===== src/rtl/zx_cartridge_bank_ctrl.sv =====
//------------------------------------------------------------------------------
// Module      : zx_cartridge_bank_ctrl
// Description : Z80 I/O-strobe driven 8 KB bank controller for the ZX cartridge
//               ROM, with glitch qualification, self-lock and ROM decode.
// Revision    : 1.0 - initial release
//------------------------------------------------------------------------------
`default_nettype none

module zx_cartridge_bank_ctrl #(
  parameter int SELF_LOCK_VAL = 15,
  parameter int BANK_W        = 6,
  parameter int SYNC_STAGES   = 2,
  parameter int MIN_PULSE     = 2
) (
  input  logic              clk,
  input  logic              reset,
  input  logic              i_iorq_n,
  input  logic              i_rd_n,
  input  logic              i_mreq_n,
  input  logic              i_A7,
  input  logic              i_A13,
  input  logic              i_A14,
  input  logic              i_A15,
  output logic              o_ZX_ROM_blk,
  output logic              o_CR_ROM_oe_n,
  output logic [BANK_W-1:0] o_CR_ROM_A,
  output logic              o_self_lock,
  output logic              o_bank_strobe
);

  localparam int                CNT_W          = $clog2(MIN_PULSE + 1);
  localparam logic [CNT_W-1:0]  CNT_LAST       = CNT_W'(MIN_PULSE - 1);
  localparam bit                LOCK_REACHABLE = (SELF_LOCK_VAL < (1 << BANK_W));
  localparam logic [BANK_W-1:0] LOCK_BANK      = BANK_W'(SELF_LOCK_VAL);

  typedef enum logic [1:0] {
    S_IDLE     = 2'd0,
    S_QUAL     = 2'd1,
    S_COMMIT   = 2'd2,
    S_WAIT_REL = 2'd3
  } state_t;

  logic [SYNC_STAGES-1:0] r_iorq_sync;
  logic [SYNC_STAGES-1:0] r_a7_sync;
  logic                   w_sel;
  state_t                 r_state;
  state_t                 w_state_nxt;
  logic [CNT_W-1:0]       r_cnt;
  logic [CNT_W-1:0]       w_cnt_nxt;
  logic [BANK_W-1:0]      r_bank;
  logic                   r_self_lock;
  logic                   w_lower_rom;

  // Synchronisers reset to the inactive (high) level so reset never looks like a strobe.
  always_ff @(posedge clk) begin
    if (reset) begin
      r_iorq_sync <= '1;
      r_a7_sync   <= '1;
    end else begin
      r_iorq_sync <= {r_iorq_sync[SYNC_STAGES-2:0], i_iorq_n};
      r_a7_sync   <= {r_a7_sync[SYNC_STAGES-2:0], i_A7};
    end
  end

  assign w_sel = ~r_iorq_sync[SYNC_STAGES-1] & ~r_a7_sync[SYNC_STAGES-1];

  always_ff @(posedge clk) begin
    if (reset) begin
      r_state <= S_IDLE;
      r_cnt   <= '0;
    end else begin
      r_state <= w_state_nxt;
      r_cnt   <= w_cnt_nxt;
    end
  end

  always_comb begin
    w_state_nxt = r_state;
    w_cnt_nxt   = r_cnt;
    case (r_state)
      S_IDLE: begin
        if (!r_self_lock && w_sel) begin
          if (MIN_PULSE == 1) begin
            w_state_nxt = S_COMMIT;
          end else begin
            w_state_nxt = S_QUAL;
            w_cnt_nxt   = CNT_W'(1);
          end
        end
      end
      S_QUAL: begin
        if (!w_sel) begin
          w_state_nxt = S_IDLE;
          w_cnt_nxt   = '0;
        end else if (r_cnt == CNT_LAST) begin
          w_state_nxt = S_COMMIT;
        end else begin
          w_cnt_nxt = r_cnt + CNT_W'(1);
        end
      end
      S_COMMIT: w_state_nxt = S_WAIT_REL;
      S_WAIT_REL: begin
        if (!w_sel) w_state_nxt = S_IDLE;
      end
      default: w_state_nxt = S_IDLE;
    endcase
  end

  // Lock is judged on the pre-increment bank, so the locking commit still advances it.
  always_ff @(posedge clk) begin
    if (reset) begin
      r_bank      <= '0;
      r_self_lock <= 1'b0;
    end else if (r_state == S_COMMIT) begin
      r_bank <= r_bank + BANK_W'(1);
      if (LOCK_REACHABLE && (r_bank == LOCK_BANK)) r_self_lock <= 1'b1;
    end
  end

  assign w_lower_rom   = ~i_A15 & ~i_A14 & ~i_A13;
  assign o_CR_ROM_oe_n = ~w_lower_rom | i_rd_n | i_mreq_n | r_self_lock;
  assign o_ZX_ROM_blk  = ~o_CR_ROM_oe_n;
  assign o_CR_ROM_A    = r_bank;
  assign o_self_lock   = r_self_lock;
  assign o_bank_strobe = (r_state == S_COMMIT);

endmodule

`default_nettype wire

===== config.mk =====
export PLATFORM = sky130hd
export DESIGN_NAME = zx_cartridge_bank_ctrl
export DESIGN_NICKNAME = d
export VERILOG_FILES = /design/src/rtl/zx_cartridge_bank_ctrl.sv
export SDC_FILE = /design/constraint.sdc
export NUM_CORES = 1
export LEC_CHECK = 0
export CORE_MARGIN = 2
export CORE_UTILIZATION = 40
export CTS_CLUSTER_DIAMETER = 60
export DETAILED_ROUTE_END_ITERATION = 10
export GPL_TIMING_DRIVEN = 0
export PLACE_DENSITY = 0.72
export SLEW_MARGIN = 25
export SYNTH_ARGS = -nofsm -noshare
export SYNTH_HDL_FRONTEND = slang
export SYNTH_SLANG_ARGS = --single-unit
export TNS_END_PERCENT = 20

===== constraint.sdc =====
create_clock -name clk -period 1.2 [get_ports clk]
set_input_delay 0.24 -clock clk [delete_from_list [all_inputs] [get_ports clk]]
set_output_delay 0.24 -clock clk [all_outputs]
set_load 0.05 [all_outputs]

After elaboration in Yosys (flattened, before gate mapping)
Index checks and enable logic that the tools add are counted.
{"block": "totals", "elab_cells": 45, "mem_count": 0, "reg_bits": 15, "output_inout_bits": 10, "latch_bits": 0, "romBits": 0, "mem_bits_rw": 0}
{"block": "classes", "n_div": 0, "multipliers": 0, "n_shift": 0, "muxes": 8, "n_reduce_logical": 7, "addsub": 2, "magnitude_cmp": 0, "bitwise": 13, "n_eq_ne": 9}
{"operator": "$mux W2", "n": 6}
{"operator": "$pmux W2 S4", "n": 1}
{"operator": "$not A1 Y1", "n": 7}
{"operator": "$add A6 B1 Y6 const B", "n": 1}
{"operator": "$eq A6 B4 Y1 const B", "n": 1}
{"operator": "$ne A3 B3 Y1 const B", "n": 2}
{"operator": "$reduce_and A3 Y1", "n": 2}
{"operator": "$eq A2 B1 Y1 const B", "n": 2}
{"operator": "$eq A2 B2 Y1 const B", "n": 2}
{"operator": "$ne A2 B2 Y1 const B", "n": 2}
{"operator": "$pmux W2 S2", "n": 1}
{"operator": "$and A1 B1 Y1", "n": 3}
{"operator": "$or A1 B1 Y1", "n": 3}
{"operator": "$add A2 B1 Y2 const B", "n": 1}
{"operator": "$logic_not A2 Y1", "n": 1}
{"operator": "$reduce_and A2 Y1", "n": 1}
{"operator": "$reduce_bool A2 Y1", "n": 1}
{"operator": "$logic_and A1 B1 Y1", "n": 1}
{"operator": "$logic_not A1 Y1", "n": 1}

Logic depth before layout (Yosys ltp)
{"block": "logic_depth", "depth_word": 8, "mapped_depth": 5, "mapped_depth_nobuf": 5}

Least setup slack after synthesis
Ideal clock, no wire load.
{"block": "synth_timing", "path_type": "register -> output", "startpoint": "register r_self_lock (netlist: o_self_lock)", "endpoint": "output port o_CR_ROM_oe_n", "stages_incl_launch_ff": 4, "path_slack_ps": -500, "arrival_ps": 1460, "required_ps": 960, "cell_sequence": "dfxtp_1 > nor2_1 > and3_1 > inv_1"}
{"block": "synth_via", "elab_chain_cells": 1}
{"element": "start: declaration", "line": "51", "text": "logic r_self_lock;"}
{"element": "start signal: assignment", "line": "113", "text": "r_self_lock <= 1'b0;"}
{"element": "start signal: assignment", "line": "116", "text": "if (LOCK_REACHABLE && (r_bank == LOCK_BANK)) r_self_lock <= 1'b1;"}
{"element": "$or A1 B1 Y1", "line": "121", "text": "assign o_CR_ROM_oe_n = ~w_lower_rom | i_rd_n | i_mreq_n | r_self_lock;"}
{"element": "end: declaration", "line": "25", "text": "output logic o_CR_ROM_oe_n,"}
Every way passes these cells.

Worst setup path in the final report
Same ends and word-level chain as after synthesis.

==> results.tsv <==
stage	metric	value	unit
sta	RSZ-0062 raised after global routing	yes	
logic_synthesis	Post-Synthesis Cell Area	647	µm²
sta	number of failing setup endpoints in the final timing report	6	
power_and_ir_drop	PnR Total Power	0.845	mW
clocking	CTS tree	built	
sta	Slew headroom	68.0	%
worst_setup_path	buffers and inverters on the worst path	2	
finish	commonest cells after routing, fill and taps aside	6 x dfxtp_1, 5 x nor2_1, 5 x a21oi_1, 5 x dfxtp_4	
sta	hold violation count in the final report	0	
logic_synthesis	count of distinct cell types in the synthesized netlist	26	
power_and_ir_drop	switching fraction of total power	23.1	%
worst_setup_path	CP required	960	ps
die	Die Width	44.2	µm
worst_setup_path	critical-path maximum fanout	3	
routing	final wirelength	1290	µm
die	die area	1950	µm²
global_routing	total global routing track utilization	16.3	%
worst_setup_path	Worst setup EP type	output pin	
sta	Final WS setup	-197	ps
worst_setup_path	cell type of the slowest stage on the worst timing path	dfxtp_4	
logic_synthesis	number of warnings issued by yosys	0	
logic_synthesis	Seq/Total Area, Yosys	46.4	%
finish	Antenna Diode Count	0	
outcome	result of the run	complete, but fails checks	
routing	detailed-router iteration count before antenna repair	4	
routing	average vias per placed instance	5.13	
die	floorplan row count	14	
clocking	number of buffers on the longest clock path	2	
logic_synthesis	Synth Flop Type	dfxtp_1	
min_path	Hold Crit Class	reg -> reg	
worst_setup_path	kind of cell adding the most delay to the critical path	flip-flops	
power_and_ir_drop	combinational cell fraction of total power	6.4	%
die	I/O pin total	19	
worst_setup_path	worst stage delay on the critical path	370	ps
global_routing	initial antenna violation count	0	
power_and_ir_drop	Power Dens Cells	918	nW/µm²
finish	most common library cell in the layout ignoring fill and taps	dfxtp_1	
power_and_ir_drop	sequential cell fraction of total power	58.9	%
power_and_ir_drop	clock group share of total power	34.7	%
job	number of max-cap violations	0	
outcome	failing checks	setup timing	
global_routing	via count of the first global-routing pass	540	
routing	final antenna-violating net count	0	
logic_synthesis	average cell area after synthesis	9.24	µm²
clocking	register clock-pin slew on the reported worst setup and hold paths	90	ps
finish	synth-to-layout area growth	42.2	%
power_and_ir_drop	internal power	0.649	mW
routing	number of remaining DRC errors	0	
clocking	number of CTS-inserted buffers	3	
worst_setup_path	class of the most critical setup path	reg -> out	
sta	Setup TNS Final	-798	ps
worst_setup_path	data arrival at the endpoint of the critical path	1160	ps
finish	nets@finish	106	
sta	post-route clock period utilization	116	%
sta	Worst Skew	2.50	ps
power_and_ir_drop	peak supply drop	740	µV
global_routing	maximum number of pins on one net before global-route repair	11	
clocking	# clock sinks	15	
logic_synthesis	fraction of registers with async set or reset after synthesis	0	%
power_and_ir_drop	leakage power of the design	0.350	nW
logic_synthesis	number of enable-type register cells in the synthesized netlist	0	
placement	Port Buffers	18	
die	area of the core region	1510	µm²
clocking	H-tree depth	1	
sta	final period demand of the worst path	1400	ps
sta	timing-limited maximum frequency	716	MHz
global_routing	wire length of the first global-routing pass	2320	µm
routing	routed length per placed instance	11.7	µm
logic_synthesis	register bit total from synthesis	15	
logic_synthesis	Mapped Cells	70	
finish	Filler Cell Count	141	
die	Chip Height	44.2	µm
finish	share of post-route cells with drive strength above 1	39.4	%
worst_setup_path	critical path, cell by cell	nor2_4 -> and3_4 -> clkinvlp_4 -> buf_8	
worst_setup_path	Worst setup SP type	flip-flop	
sta	Max Transition Viols Final	0	
placement	Routability Congestion	0.665	
global_routing	overall overflow remaining after global route	0	
clocking	root buf cell	clkbuf_4	
placement	final HPWL from detailed placement	903	µm
routing	drt first-iter violations	4	
logic_synthesis	nets in the synthesized netlist	81	
power_and_ir_drop	NetSw	0.195	mW
die	Initial Util	42.9	%
clocking	worst-skew pair later-pin latency	280	ps
sta	slew at the pin closest to its max-slew limit	482	ps
routing	via count	564	
cells by family (layout without fill, tap and decap cells):
logic type	after synthesis	after routing	share of synthesized area, %
flops	15	15	46.4
xor+xnor	2	2	2.71
simple gates	29	29	25.9
fa+ha+maj	2	2	3.87
compound gates	13	13	13.0
buf+inv	6	30	3.48
mux	3	3	4.64
sequential cells by signal, indices dropped and copies added (netlist names), named ones only:
register	count
o_CR_ROM_A	6
r_a7_sync	2
r_cnt	2
r_iorq_sync	2
o_self_lock	1
r_state	1
final timing paths:
kind / depth (start not counted) / slack [ps] / endpoint / from
setup / recovery: 4 / -200 / o_CR_ROM_oe_n / o_self_lock
hold / removal: 1 / 420 / r_a7_sync[1] / r_a7_sync[0]
setup reg to reg: 3 / -120 / r_cnt[1] / r_iorq_sync[1]
hold reg to reg: 1 / 420 / r_a7_sync[1] / r_a7_sync[0]
power by group through the flow:
stage	Combinational [mW]	Clock [mW]	Sequential, mW
after global routing	0.0604	0.322	0.499
after floorplan	0.0228	0	0.512
after detailed placement	0.0557	0	0.513
after global placement	0.0548	0	0.513
after CTS	0.0528	0.305	0.500
final	0.0538	0.293	0.498
routing by layer:
metal | up-vias | GRT usage, % | wire [µm]
li1 | 294 | - | -
met2 | 14 | 24.4 | 601
met1 | 254 | 21.6 | 597
met5 | - | 0 | 0
met3 | 2 | 2.45 | 74
met4 | 0 | 10.9 | 14
cell usage after synthesis, types with 2 or more instances:
library cell / n / share of area, %
nor2_1: 6 / 3.5
o21ai_0: 3 / 2.3
mux2i_1: 3 / 4.6
inv_1: 5 / 2.9
ha_1: 2 / 3.9
dfxtp_1: 15 / 46
nand2b_1: 3 / 2.9
a21oi_1: 5 / 3.9
nor3_1: 2 / 1.5
nand2_1: 2 / 1.2
o21bai_1: 2 / 2.3
xnor2_1: 2 / 2.7
or4_1: 2 / 2.3
or2_2: 4 / 3.9
or3_1: 3 / 2.9
stage by stage:
step                cells  hold slack, ps  utilization [%]  setup slack, ps  cell area [µm²]
finish                110             416             61.0             -197              920
global route          110             444             61.0             -253              920
CTS                   110             417             60.1             -210              906
detailed placement    104             394             58.2             -797              877
global placement      104             392             58.2             -787              877
floorplan              70             344                -             -120              677
what timing repair did:
item | CTS | global route
setup buffers | 2 | 0
hold buffers | 0 | 0
gates resized for setup | 65 | 6
pin swaps | 7 | 2
setup endpoints to repair | 15 | 12
area by class of cell:
| class | instances | area, µm² | area share [%] |
|---|---|---|---|
| multi-input cells | 49 | 349 | 38.0 |
| flip-flops and latches | 15 | 324 | 35.2 |
| repair buffers | 20 | 171 | 18.6 |
| clock buffers | 3 | 22.5 | 2.45 |
| inverters | 5 | 22.5 | 2.45 |
| well taps | 16 | 20.0 | 2.18 |
| clock inverters | 1 | 5.00 | 0.544 |
| plain buffers | 1 | 5.00 | 0.544 |
Power figures use the tool's default switching activity.
